`config.mk`:
```
export PLATFORM = sky130hd
export DESIGN_NAME = mmu_arbiter
export DESIGN_NICKNAME = d
export VERILOG_FILES = /design/src/rtl/mmu_arbiter_pkg.sv /design/src/rtl/mmu_arbiter.sv
export SDC_FILE = /design/constraint.sdc
export NUM_CORES = 1
export LEC_CHECK = 0
export ABC_AREA = 1
export ABC_CLOCK_PERIOD_IN_PS = 2300
export BUFFER_PORTS_ARGS = -buffer_cell sky130_fd_sc_hd__buf_2
export CAP_MARGIN = 20
export CORE_AREA = 2 2 532 534
export CTS_BUF_LIST = sky130_fd_sc_hd__clkbuf_4
export DETAILED_ROUTE_END_ITERATION = 7
export DIE_AREA = 0 0 534 536
export SKIP_LAST_GASP = 1
export SLEW_MARGIN = 0
export SYNTH_ARGS = -nofsm -noshare
export SYNTH_HDL_FRONTEND = slang
export SYNTH_SLANG_ARGS = --single-unit
```
`constraint.sdc`:
```
create_clock -name sys_clk -period 2.3 [get_ports sys_clk]
set_input_delay 0.46 -clock sys_clk [delete_from_list [all_inputs] [get_ports sys_clk]]
set_output_delay 0.46 -clock sys_clk [all_outputs]
set_load 0.1 [all_outputs]
```
`src/rtl/mmu_arbiter_pkg.sv`:
```
// Shared encodings for the L1I/L1D arbiter in front of the l1mmu.
// Kept in a package so top-level debug logic can decode state and grant.
package mmu_arbiter_pkg;

    typedef enum logic [1:0] {
        ST_IDLE    = 2'd0,
        ST_BUSY_IC = 2'd1,
        ST_BUSY_DC = 2'd2,
        ST_RELEASE = 2'd3
    } arb_state_t;

    typedef enum logic {
        GRANT_IC = 1'b0,
        GRANT_DC = 1'b1
    } grant_t;

    // Winner among the active requesters; on a tie the side that was not
    // granted last time wins. Result is only meaningful when one is active.
    function automatic grant_t pick_winner(
        input logic   ic_active,
        input logic   dc_active,
        input grant_t last_grant
    );
        grant_t winner;
        if (ic_active && dc_active) begin
            winner = (last_grant == GRANT_IC) ? GRANT_DC : GRANT_IC;
        end else if (dc_active) begin
            winner = GRANT_DC;
        end else begin
            winner = GRANT_IC;
        end
        return winner;
    endfunction

endpackage

```
`src/rtl/mmu_arbiter.sv`:
```
// Round-robin arbiter sharing one l1mmu port between the L1I and L1D.
// A grant latches the winner's request into registers that drive mmu_*;
// completion is passed back combinationally, followed by one RELEASE cycle
// so the requester can drop its request before the next arbitration.
module mmu_arbiter
    import mmu_arbiter_pkg::*;
#(
    parameter int ADDR_W = 32,
    parameter int LINE_W = 256
) (
    input  logic              sys_clk,
    input  logic              rst_n,

    input  logic              ic_req_read,
    input  logic [ADDR_W-1:0] ic_addr,
    output logic              ic_done,
    output logic [LINE_W-1:0] ic_read_data,

    input  logic              dc_req_read,
    input  logic              dc_req_write,
    input  logic [ADDR_W-1:0] dc_addr,
    input  logic [LINE_W-1:0] dc_write_data,
    output logic              dc_done,
    output logic [LINE_W-1:0] dc_read_data,

    output logic              mmu_read,
    output logic              mmu_write,
    output logic [ADDR_W-1:0] mmu_addr,
    output logic [LINE_W-1:0] mmu_write_data,
    input  logic              mmu_done,
    input  logic [LINE_W-1:0] mmu_read_data
);

    arb_state_t state;
    grant_t     last_grant;
    grant_t     winner;
    logic       ic_active;
    logic       dc_active;

    // Requester activity and the round-robin pick for the current cycle.
    always_comb begin
        ic_active = ic_req_read;
        dc_active = dc_req_read | dc_req_write;
        winner    = pick_winner(ic_active, dc_active, last_grant);
    end

    // Arbitration FSM; mmu_* request registers are loaded only at grant.
    always_ff @(posedge sys_clk or negedge rst_n) begin
        if (!rst_n) begin
            state          <= ST_IDLE;
            last_grant     <= GRANT_IC;
            mmu_read       <= 1'b0;
            mmu_write      <= 1'b0;
            mmu_addr       <= '0;
            mmu_write_data <= '0;
        end else begin
            case (state)
                ST_IDLE: begin
                    if (ic_active || dc_active) begin
                        last_grant <= winner;
                        if (winner == GRANT_DC) begin
                            state          <= ST_BUSY_DC;
                            mmu_read       <= dc_req_read;
                            mmu_write      <= dc_req_write;
                            mmu_addr       <= dc_addr;
                            mmu_write_data <= dc_write_data;
                        end else begin
                            state          <= ST_BUSY_IC;
                            mmu_read       <= 1'b1;
                            mmu_write      <= 1'b0;
                            mmu_addr       <= ic_addr;
                            mmu_write_data <= '0;
                        end
                    end
                end
                ST_BUSY_IC, ST_BUSY_DC: begin
                    // Requests stay up through the done cycle, even if the
                    // requester has already let go of its request.
                    if (mmu_done) begin
                        state     <= ST_RELEASE;
                        mmu_read  <= 1'b0;
                        mmu_write <= 1'b0;
                    end
                end
                ST_RELEASE: begin
                    state <= ST_IDLE;
                end
                default: begin
                    state <= ST_IDLE;
                end
            endcase
        end
    end

    // Same-cycle completion to the granted side; read data fans out to both.
    always_comb begin
        ic_done      = (state == ST_BUSY_IC) && mmu_done;
        dc_done      = (state == ST_BUSY_DC) && mmu_done;
        ic_read_data = mmu_read_data;
        dc_read_data = mmu_read_data;
    end

endmodule

```
* Yosys cells after proc, flatten, opt, wreduce, memory -nomap -nowiden *
Cells that the tools add are included.
Widths: inputs -> output; s select.

operators by class
  shift operators = 0
  $add $sub $neg = 0
  equal/unequal tests = 5
  bitwise operators = 1
  multiply operators = 0
  magnitude comparators = 0
  muxes and demuxes = 16
  reduce and logical (&&, ||, !) cells = 10
  div/mod/pow operators = 0

operators with widths
  cell                number
  $mux 256            1
  $mux 32             1
  $mux 1              8
  $mux 2              3
  $pmux 2 s3          1
  $eq 2x2->1 const B  2
  $ne 2x2->1 const B  2
  $pmux 1 s2          2
  $reduce_and 2->1    2
  $logic_and 1x1->1   3
  $reduce_and 3->1    1
  $eq 2x1->1 const B  1
  $logic_not 2->1     1
  $reduce_bool 2->1   1
  $reduce_or 2->1     1
  $logic_or 1x1->1    1
  $or 1x1->1          1

word-level totals
  output and inout bits = 804
  memories kept = 0
  RAM bits = 0
  register bits = 293
  logic and storage cells = 38
  bits in read-only memories = 0
  input bits = 582
  bits in latches = 0

* Logic depth before layout (Yosys ltp) *
Gate-level depths: netlist of run 1.

  depth in word-level cells = 6
  mapped depth = 8
  mapped depth without buffers = 8

* Worst setup path before layout of run 1 *
OpenSTA, ideal clock, no wires.

  path kind = reg-to-output
  start = reg state[0]
  end = out dc_done
  required time = 1840 ps
  buffers on the path = 0
  path slack = 611 ps
  stages on the path, launching flop included = 5
  data arrival time = 1229 ps
  cells stage by stage = dfrtp_1 inv_1 ha_1 nand2_1 inv_1

on the way
  word-level cells in the longest chain between the ends = 2

ends and longest elaborated chain
  element                 line               source
  start, declared         mmu_arbiter.sv:34  arb_state_t state;
  start signal, assigned  mmu_arbiter.sv:50  state <= ST_IDLE;
  start signal, assigned  mmu_arbiter.sv:62  state <= ST_BUSY_DC;
  start signal, assigned  mmu_arbiter.sv:68  state <= ST_BUSY_IC;
  $eq 2x2->1              mmu_arbiter.sv:98  dc_done = (state == ST_BUSY_DC) && mmu_done;
  $logic_and 1x1->1       mmu_arbiter.sv:98
  end, declared           mmu_arbiter.sv:23  output logic dc_done,

Every way passes these cells.

* Worst setup path in the final report of run 1 *
Same ends and word-level chain as after synthesis.

==> results of run 1 <==
-- power groups by stage --
stage	Sequential, mW	Clock (mW)	Combinational [mW]
2_1_floorplan	24.1	0	9.49
3_3_place_gp	8.89	0	29.0
3_5_place_dp	8.89	0	29.1
4_1_cts	9.22	5.53	31.9
5_1_grt	9.51	5.73	35.0
6_report	9.32	5.28	33.5
-- cell families after synthesis --
kind of cell | Yosys count
and+or+nand+nor | 928
buffers and inverters | 656
DFF | 293
AOI/OAI and AO/OA | 35
adders and majority gates | 4
-- repair_timing --
action / 4_1_cts / 5_1_grt
gates resized for setup: 452 / 41
endpoints found under the hold margin: 585 / 0
buffers inserted: 9 / 15
hold buffers: 326 / 0
cloned: 0 / 15
pin swaps: 0 / 1
setup endpoints to repair: 291 / 256
-- state kept, by name (all words and copies together), names as in the netlist --
| name | cells |
|---|---|
| state | 2 |
| last_grant | 1 |
| mmu_addr | 32 |
| mmu_write | 1 |
| mmu_read | 1 |
| mmu_write_data | 256 |
-- tightest hold or removal path: stages --
cell           delay (ns)
dlygate4sd3_1        0.57
buf_8                0.25
buf_4                0.22
-- layout make-up --
class | count | area share
repair buffers | 1022 | 0.336
flip-flops and latches | 293 | 0.279
well taps | 3743 | 0.178
multi-input cells | 969 | 0.158
clock buffers | 130 | 0.0370
inverters | 45 | 0.00688
clock inverters | 17 | 0.00323
diodes | 22 | 0.00209
-- metal layers --
| layer | vias up | GRT usage | wire length (um) |
|---|---|---|---|
| met5 | - | 0 | 167 |
| met4 | 30 | 0.0783 | 13700 |
| met3 | 640 | 0.147 | 49100 |
| met2 | 1528 | 0.164 | 73600 |
| met1 | 7007 | 0.0774 | 40500 |
| li1 | 6541 | - | - |
-- Yosys cell counts --
cell type | number | area, sq um
nor2_2 | 1 | 6.26
o21ai_1 | 16 | 80.1
dfrtp_1 | 293 | 7330
nand3_1 | 261 | 1310
and3_1 | 1 | 6.26
nand2_2 | 1 | 6.26
inv_2 | 2 | 7.51
o21ai_4 | 1 | 16.3
inv_1 | 43 | 161
or2_2 | 1 | 6.26
clkbuf_1 | 5 | 18.8
buf_4 | 521 | 3910
buf_6 | 30 | 338
buf_2 | 55 | 275
nand2_1 | 663 | 2490
o21ai_0 | 18 | 90.1
ha_1 | 4 | 50.1
-- final timing paths --
path | cells past startpoint | startpoint | slack (ns) | end
max reg2reg | 13 | state[1] | 0.05 | mmu_write_data[233]
max in group asynchronous | 3 | rst_n | 1.65 | mmu_write_data[174]
min reg2reg | 2 | mmu_write_data[191] | 0.48 | mmu_write_data[191]
min | 3 | rst_n | 0.24 | mmu_write_data[70]
min in group sys_clk | 4 | dc_write_data[50] | 0.25 | mmu_write_data[50]
max | 5 | state[0] | 0.02 | dc_done
-- stage by stage --
| stage | std cells | setup TNS, ns | instance area (sq um) | utilization | total power, mW |
|---|---|---|---|---|---|
| global route | 6237 | -0.399 | 26400 | 0.0939 | 50.2 |
| finish | 6241 | 0 | 26400 | 0.0939 | 48.1 |
| CTS | 6192 | -4.50 | 25600 | 0.0913 | 46.7 |
| global placement | 5710 | 0 | 19900 | 0.0709 | 37.9 |
| detailed placement | 5710 | 0 | 19900 | 0.0709 | 38.0 |
| floorplan | 1916 | 0 | 16100 | - | 33.6 |
==> metrics.md, run 1 <==
| Metric | Value |
|---|---|
| Ports | `1386` |
| P_sw | `about 31 mW` |
| Max VDD drop | `0.000852 V` |
| CP top delay family | `flip-flops` |
| Root buffer cell | `clkbuf_4` |
| Post-Syn Instances | `1916` |
| Fin. Hold Viols | `0` |
| DP HPWL | `149000 um` |
| Drc violations | `0` |
| Die area | `286000 sq um` |
| Fin nets | `3005` |
| Synth Area in Adders | `0.00311` |
| Fin. max-slew vios | `0` |
| Post-synthesis simple-gate area fraction | `0.237` |
| Placer Congestion | `0.940` |
| Pwr Density | `between 1500 and 2000 nW/um^2` |
| Final worst slack | `0.0152 ns` |
| Tcrit/Tclk final | `0.993` |
| IO buf count | `617` |
| GRT Total Usage | `0.115` |
| Cell internal pwr | `~17 mW` |
| Layout cells sized above 1 | `0.352` |
| 1st-pass router iterations | `5` |
| Fraction of the mapped netlist area in compound gates | `0.0116` |
| Hold Path Class | `input pin to asynchronous set/reset pin` |
| Crit path max fanout | `3` |
| Max Cap Viol | `0` |
| Combinational cell fraction of total power | `0.697` |
| Cells along the critical path | `inv_2, ha_4, nand2_2, inv_2, buf_12` |
| Post-synthesis mux area share | `0` |
| Measured slew at the worst slew-check pin | `0.658 ns` |
| Worst-Skew Late Latency | `0.99 ns` |
| Largest net degree at the start of global routing | `just under 70` |
| Cell Area, Synth | `16100 sq um` |
| FILL cells | `about 32000` |
| Slowest library cell on the worst path | `dfrtp_2` |
| Unrepaired setup endpoints after global routing | `yes` |
| Hold WS | `0.236 ns` |
| Number of synthesized register bits | `293` |
| Finish-stage setup viols | `0` |
| Most frequent cells in the layout | `659 x nand2_1, 325 x dlygate4sd3_1, 325 x buf_2` |
| Vias in the first global route | `~16000` |
| H-tree depth | `3` |
| Core Box Area | `281000 sq um` |
| Initial antenna violation count | `72` |
| Clock sink total | `293` |
| Final min period | `2.28 ns` |
| CTS clk-pin slew, worst paths | `around 0.070 ns` |
| Buffer and inverter count on the worst path | `3` |
| Antenna Nets Post-Route | `0` |
| Sequential share of the synthesized area | `0.455` |
| Chip height | `approximately 540 um` |
| YS warnings | `0` |
| Sw Share | `0.637` |
| CTS Buf Count | `between 80 and 90` |
| WS Path Type | `flop to output pin` |
| Dpl ws | `0.386 ns` |
| Sequential cell area | `about 7400 sq um` |
| Synthesized-area fraction occupied by xor and xnor cells | `0` |
| Distinct cells, synth | `17` |
| Worst EP required | `between 1.5 and 2 ns` |
| Initial core utilization | `0.0573` |
| WL final | `177000 um` |
| Relative slew slack | `0.560` |
| Most common cell on crit path | `inv_2` |
| Total congestion overflow | `0` |
| Largest stage delay, worst path | `roughly 0.43 ns` |
| Clk_skew | `around 0.10 ns` |
| Fmax | `0.438 GHz` |
| Initial DRC count | `1335` |
| WL/cell | `28.4 um` |
| Largest family of logic cells by synthesized area | `buffers and inverters` |
| Area Overhead vs Synth | `63.8%` |
| Startpoint Class | `flop` |
| Synth Net Count | `2502` |
| Row Count | `195` |
| Avg Cell Area, Syn | `8.40 sq um` |
| Via density | `2.52` |
| Via count | `15700` |
| Die width | `534 um` |
| CTS tree | `done` |
| Clock tree buffer depth | `3` |
| Outcome | `finished, final reports clean` |
| Crit. End Element | `output pin` |
| Multi-input logic area | `4160 sq um` |
| Clock share of power | `0.110` |
| CP arrival | `1.82 ns` |
| Leakage | `12.2 nW` |
| Most common cell after layout, fill and taps aside | `nand2_1` |
| First-pass GRT wire length | `204000 um` |
| Reg power frac | `0.194` |
No activity file was read; power rests on OpenSTA's default activity.
==> run 2: changes to the inputs <==
--- a/config.mk
+++ b/config.mk
@@ -13,6 +13,7 @@
 export CTS_BUF_LIST = sky130_fd_sc_hd__clkbuf_4
 export DETAILED_ROUTE_END_ITERATION = 7
 export DIE_AREA = 0 0 534 536
+export SETUP_SLACK_MARGIN = 0.1
 export SKIP_LAST_GASP = 1
 export SLEW_MARGIN = 0
 export SYNTH_ARGS = -nofsm -noshare
==> run 2 against run 1 <==
Effect of this change: largest cell class unchanged; register-to-register slack gained 0.17 ns; critical path type unchanged; setup slack gained 0.031 ns; cell count is essentially flat.
==> metrics.md, run 2 (synthesis gave the netlist of run 1 again) <==
| Metric | Value |
|---|---|
| Largest net degree at the start of global routing | `69 (unchanged)` |
| Worst r2r dst | `state[1] (was mmu_write_data[233])` |
| H-tree depth | `3 (unchanged)` |
| Antenna Nets Post-Route | `0 (unchanged)` |
| Reg2reg path depth | `11 (was 13)` |
| Die area | `286000 sq um (unchanged)` |
| Initial core utilization | `0.0573 (unchanged)` |
| Finish-stage setup viols | `0 (unchanged)` |
| WL/cell | `27.8 um (was 28.4 um)` |
| CTS clk-pin slew, worst paths | `0.08 ns (was 0.07 ns)` |
| Placer Congestion | `0.940 (unchanged)` |
| Fin. Hold Viols | `0 (unchanged)` |
| Final TNS setup | `0 ns (unchanged)` |
| Max Cap Viol | `0 (unchanged)` |
| Outcome | `finished, final reports clean (unchanged)` |
| Leakage | `12.7 nW (was 12.2 nW)` |
| Fmax | `0.444 GHz (was 0.438 GHz)` |
| Total congestion overflow | `0 (unchanged)` |
| FF-to-FF Start | `state[1] (unchanged)` |
| Finished Core Util | `0.100 (was 0.0939)` |
| Measured slew at the worst slew-check pin | `0.698 ns (was 0.658 ns)` |
| Flip-flop count of the largest register after layout | `256 (unchanged)` |
| Clock sink total | `293 (unchanged)` |
| Drc violations | `0 (unchanged)` |
| CTS Buf Count | `88 (unchanged)` |
| Initial antenna violation count | `72 (unchanged)` |
| Fin. max-slew vios | `0 (unchanged)` |
| Ports | `1386 (unchanged)` |
| Vias in the first global route | `15800 (was 15600)` |
| Tcrit/Tclk final | `0.980 (was 0.993)` |
| Most common cell after layout, fill and taps aside | `nand2_1 (unchanged)` |
| DP HPWL | `149000 um (unchanged)` |
| Relative slew slack | `0.534 (was 0.560)` |
| Hold Path Class | `input pin to asynchronous set/reset pin (unchanged)` |
| WS Path Type | `flop to output pin (unchanged)` |
| R2R setup slack | `0.22 ns (was 0.05 ns)` |
| Worst-Skew Late Latency | `0.97 ns (was 0.99 ns)` |
| Biggest register | `mmu_write_data (unchanged)` |
| Most frequent cells in the layout | `663 x nand2_1, 327 x dlygate4sd3_1, 324 x buf_2 (was 659 x nand2_1, 325 x dlygate4sd3_1, 325 x buf_2)` |
| Via density | `2.50 (was 2.52)` |
| Clock tree buffer depth | `3 (unchanged)` |
| Initial DRC count | `1308 (was 1335)` |
| Via count | `15600 (was 15700)` |
| Crit. End Element | `output pin (unchanged)` |
| WL final | `174000 um (was 177000 um)` |
| GRT Total Usage | `0.116 (was 0.115)` |
| Final min period | `2.25 ns (was 2.28 ns)` |
| CTS tree | `done (unchanged)` |
| Root buffer cell | `clkbuf_4 (unchanged)` |
| IO buf count | `617 (unchanged)` |
| Area Overhead vs Synth | `74.8% (was 63.8%)` |
| Worst EP required | `1.84 ns (about the same)` |
| Max VDD drop | `0.000758 V (was 0.000852 V)` |
| Startpoint Class | `flop (unchanged)` |
| First-pass GRT wire length | `206000 um (was 204000 um)` |
| Die width | `534 um (unchanged)` |
| Crit path max fanout | `3 (unchanged)` |
| Unrepaired setup endpoints after global routing | `yes (unchanged)` |
| Chip height | `536 um (unchanged)` |
| Clk_skew | `0.0901 ns (was 0.101 ns)` |
| Fin nets | `3004 (was 3005)` |
| Largest registers | `mmu_write_data x256, mmu_addr x32, state x2 (unchanged)` |
| Pwr Density | `1800 nW/um^2 (was 1830 nW/um^2)` |
| Core Box Area | `281000 sq um (unchanged)` |
| Row Count | `195 (unchanged)` |
| CP arrival | `1.79 ns (was 1.82 ns)` |
| 1st-pass router iterations | `5 (unchanged)` |
| Layout cells sized above 1 | `0.354 (was 0.352)` |
-- run 2: timing repair --
action / CTS / global route
buffers inserted: 26 / 6
endpoints found under the setup margin: 292 / 31
gates cloned: 0 / 1
endpoints found under the hold margin: 585 / 2
gates resized for setup: 993 / 7
hold buffers: 328 / 1
pin swaps: 0 / 0
-- run 2: area by class of cell --
type                       instances  area, sq um
clock buffer                     130          976
clock inverter                    17         85.1
timing repair buffer            1023        10700
tap                             3743         4680
inverter                          45          176
multi-input combinational        967         4090
sequential                       293         7370
fill                           32200       253000
antenna                           27         67.6
-- run 2: worst max path at each step --
stage	from	endpoint	depth (start not counted)
2_1_floorplan	state[0]	dc_done	4
3_3_place_gp	dc_req_read	mmu_addr[9]	7
3_5_place_dp	dc_req_write	mmu_addr[25]	7
4_1_cts	state[0]	dc_done	5
5_1_grt	state[1]	ic_done	5
6_report	state[0]	dc_done	5
-- run 2: through the flow --
stage | std cells | power, mW | hold WS [ns] | setup slack, ns | area [sq um]
floorplan | 1916 | 33.6 | 0.164 | 0.611 | 16100
global placement | 5710 | 37.9 | 0.416 | 0.424 | 19900
detailed placement | 5710 | 38.0 | 0.421 | 0.386 | 19900
CTS | 6211 | 50.9 | 0.0726 | -0.138 | 28000
global route | 6242 | 52.8 | 0.143 | -0.142 | 28100
finish | 6245 | 50.6 | 0.259 | 0.0460 | 28100
-- run 2: metal layers --
metal / wire length (um) / GRT usage / vias up
li1: - / - / 6536
met3: 48600 / 0.145 / 637
met1: 39400 / 0.0795 / 6967
met2: 71500 / 0.165 / 1451
met4: 14100 / 0.0819 / 26
met5: 152 / 0 / -
-- run 2: worst max-delay path, cell delays in order, from the launching register on --
cell and delay, ns:
dfrtp_1 0.40, inv_2 0.06, ha_1 0.15, nand2_1 0.06, inv_2 0.06, buf_12 0.16
-- run 2: report_power, final --
| group | switching (mW) | total (mW) | internal (mW) | leakage, nW |
|---|---|---|---|---|
| Clock | 2.70 | 5.26 | 2.56 | 0.642 |
| Combinational | 25.4 | 35.3 | 9.93 | 8.33 |
| Sequential | 2.60 | 10.0 | 7.45 | 3.69 |
==> run 3: changes to the inputs <==
--- a/config.mk
+++ b/config.mk
@@ -9,10 +9,10 @@
 export ABC_CLOCK_PERIOD_IN_PS = 2300
 export BUFFER_PORTS_ARGS = -buffer_cell sky130_fd_sc_hd__buf_2
 export CAP_MARGIN = 20
-export CORE_AREA = 2 2 532 534
+export CORE_AREA = 5 5 535 537
 export CTS_BUF_LIST = sky130_fd_sc_hd__clkbuf_4
 export DETAILED_ROUTE_END_ITERATION = 7
-export DIE_AREA = 0 0 534 536
+export DIE_AREA = 0 0 540 542
 export SETUP_SLACK_MARGIN = 0.1
 export SKIP_LAST_GASP = 1
 export SLEW_MARGIN = 0
==> run 3 against run 2 <==
Effect of this change: the flow now finishes with violations (DRC, setup timing); via count grew 2.7%; critical path depth unchanged; design area increased by 2.3%; clock skew shrank 0.029 ns; utilization up 0.22 points; sequential share of layout area is 0.61 points lower; clock-buffer cell count up 2; flip-flop and latch count did not move; combinational power is 3% higher; setup slack lost 0.13 ns; global-route usage shrank 0.38 points; fmax down 5.3%; highest routed layer unchanged.
==> metrics.md, run 3 (synthesis gave the netlist of run 1 again) <==
| Metric | Value |
|---|---|
| Clock sink total | `293 (unchanged)` |
| Initial core utilization | `0.0573 (about the same)` |
| Pwr Density | `1800 nW/um^2 (about the same)` |
| Most frequent cells in the layout | `663 x nand2_1, 327 x dlygate4sd3_1, 324 x buf_2 (unchanged)` |
| GRT Total Usage | `0.112 (was 0.116)` |
| Unrepaired setup endpoints after global routing | `yes (unchanged)` |
| Antenna Nets Post-Route | `0 (unchanged)` |
| Area after DPL | `19900 sq um (about the same)` |
| Worst EP required | `1.84 ns (about the same)` |
| Initial antenna violation count | `77 (was 72)` |
| 1st-pass router iterations | `8 (was 5)` |
| Worst-Skew Late Latency | `0.99 ns (was 0.97 ns)` |
| Fin nets | `3016 (was 3004)` |
| Slowest library cell on the worst path | `dfrtp_1 (unchanged)` |
| Fmax | `0.420 GHz (was 0.444 GHz)` |
| Most common cell after layout, fill and taps aside | `nand2_1 (unchanged)` |
| Hold WS | `0.161 ns (was 0.259 ns)` |
| Cell area after layout | `28800 sq um (was 28100 sq um)` |
| Tcrit/Tclk final | `1.03 (was 0.980)` |
| First-pass GRT wire length | `207000 um (was 206000 um)` |
| Max VDD drop | `0.000980 V (was 0.000758 V)` |
| Drc violations | `19 (was 0)` |
| Sequential cell area | `7360 sq um (was 7370 sq um)` |
| CP arrival | `1.92 ns (was 1.79 ns)` |
| Relative slew slack | `0.414 (was 0.534)` |
| Startpoint Class | `flop (unchanged)` |
| Largest net degree at the start of global routing | `78 (was 69)` |
| CP top delay family | `flip-flops (unchanged)` |
| CTS clk-pin slew, worst paths | `0.06 ns (was 0.08 ns)` |
| IO buf count | `617 (unchanged)` |
| Failing checks | `DRC, setup timing` |
| Measured slew at the worst slew-check pin | `0.870 ns (was 0.698 ns)` |
| Row Count | `195 (unchanged)` |
| Buffer and inverter count on the worst path | `3 (unchanged)` |
| Fin. Hold Viols | `0 (unchanged)` |
| CTS tree | `done (unchanged)` |
| Die area | `293000 sq um (was 286000 sq um)` |
| R2R setup slack | `0.14 ns (was 0.22 ns)` |
| Die width | `540 um (was 534 um)` |
| Finish-stage setup viols | `2 (was 0)` |
| Fin. max-slew vios | `0 (unchanged)` |
| DP HPWL | `145000 um (was 149000 um)` |
| Largest registers | `mmu_write_data x256, mmu_addr x32, state x2 (unchanged)` |
| Crit. End Element | `output pin (unchanged)` |
| Total congestion overflow | `0 (unchanged)` |
| Flip-flop count of the largest register after layout | `256 (unchanged)` |
| Max Cap Viol | `0 (unchanged)` |
| Final worst slack | `-0.0805 ns (was 0.0460 ns)` |
| Multi-input logic area | `4100 sq um (was 4090 sq um)` |
| Chip height | `542 um (was 536 um)` |
| Clock tree buffer depth | `3 (unchanged)` |
| Most common cell on crit path | `inv_2 (unchanged)` |
| Final min period | `2.38 ns (was 2.25 ns)` |
| WS Path Type | `flop to output pin (unchanged)` |
| WL final | `174000 um (about the same)` |
| Placer Congestion | `0.986 (was 0.940)` |
| CTS Buf Count | `90 (was 88)` |
| Root buffer cell | `clkbuf_4 (unchanged)` |
| Area Overhead vs Synth | `78.8% (was 74.8%)` |
| Biggest register | `mmu_write_data (unchanged)` |
| Layout cells sized above 1 | `0.353 (was 0.354)` |
| Hold Path Class | `input pin to flop (was input pin to asynchronous set/reset pin)` |
| Leakage | `12.9 nW (was 12.7 nW)` |
| Cells along the critical path | `inv_2, ha_1, nand2_1, inv_2, buf_12 (unchanged)` |
| Via count | `16000 (was 15600)` |
| Crit path max fanout | `3 (unchanged)` |
| Outcome | `complete, but fails checks (was finished, final reports clean)` |
| Ports | `1386 (unchanged)` |
| Finished Core Util | `0.102 (was 0.100)` |
| FILL cells | `32300 (was 32200)` |
| H-tree depth | `3 (unchanged)` |
| Via density | `2.56 (was 2.50)` |
| Clk_skew | `0.0615 ns (was 0.0901 ns)` |
| Core Box Area | `281000 sq um (about the same)` |
| WL/cell | `27.7 um (was 27.8 um)` |
| Vias in the first global route | `16600 (was 15800)` |
| Largest stage delay, worst path | `0.41 ns (was 0.40 ns)` |
| Initial DRC count | `1848 (was 1308)` |
[run 3: worst paths after layout]
kind | from | to | cells after the start
max | state[1] | ic_done | 5
min | dc_addr[4] | mmu_addr[4] | 5
max reg2reg | state[1] | mmu_write_data[9] | 10
min reg2reg | mmu_write_data[28] | mmu_write_data[28] | 2
max in group asynchronous | rst_n | mmu_write_data[49] | 3
min in group asynchronous | rst_n | mmu_write_data[3] | 3
[run 3: what timing repair did]
| action | in CTS | in global routing |
|---|---|---|
| resized for setup | 1078 | 13 |
| pin swaps | 0 | 1 |
| setup endpoints to repair | 292 | 111 |
| hold endpoints to repair | 586 | 0 |
| cloned | 0 | 4 |
| hold buffers | 330 | 0 |
| buffers inserted | 37 | 16 |
[run 3: worst register-to-register path: stages, from the launching register on]
cell,delay (ns)
dfrtp_1,0.39
inv_2,0.06
buf_4,0.13
buf_4,0.12
buf_4,0.14
ha_4,0.18
buf_16,0.13
buf_12,0.15
nand3_1,0.12
dlygate4sd3_1,0.58
nand2_1,0.06
[run 3: where the power goes]
part           total, mW  switching [mW]  internal [mW]
Clock               5.52            2.91           2.60
Combinational       36.4            25.5           10.9
Sequential          9.96            2.52           7.44
Total               51.8            30.9           20.9
[run 3: area by class of cell]
class                   count  share of cell area
diodes                     29             0.00252
clock buffers             132              0.0344
clock inverters            22             0.00369
inverters                  45             0.00622
multi-input cells         968               0.142
flip-flops and latches    293               0.256
well taps                3743               0.163
repair buffers           1032               0.392
[run 3: metrics by stage]
| step | instances | TNS, ns | total power, mW | setup WS (ns) |
|---|---|---|---|---|
| 2_1_floorplan | 1916 | 0 | 33.6 | 0.611 |
| 3_3_place_gp | 5696 | -0.106 | 37.7 | -0.0845 |
| 3_5_place_dp | 5696 | 0 | 37.7 | 0.00954 |
| 4_1_cts | 6217 | -1.07 | 51.8 | -0.295 |
| 5_1_grt | 6258 | -0.545 | 54.3 | -0.269 |
| 6_report | 6264 | -0.153 | 51.8 | -0.0805 |
[run 3: routing by layer]
layer,up-vias,routed length (um),part of all wire,track usage
met5,-,133,0.00077,0.000164
met4,22,17200,0.099,0.0910
met3,730,50500,0.29,0.149
met2,1562,68100,0.39,0.153
met1,7150,37900,0.22,0.0735
li1,6573,-,-,-
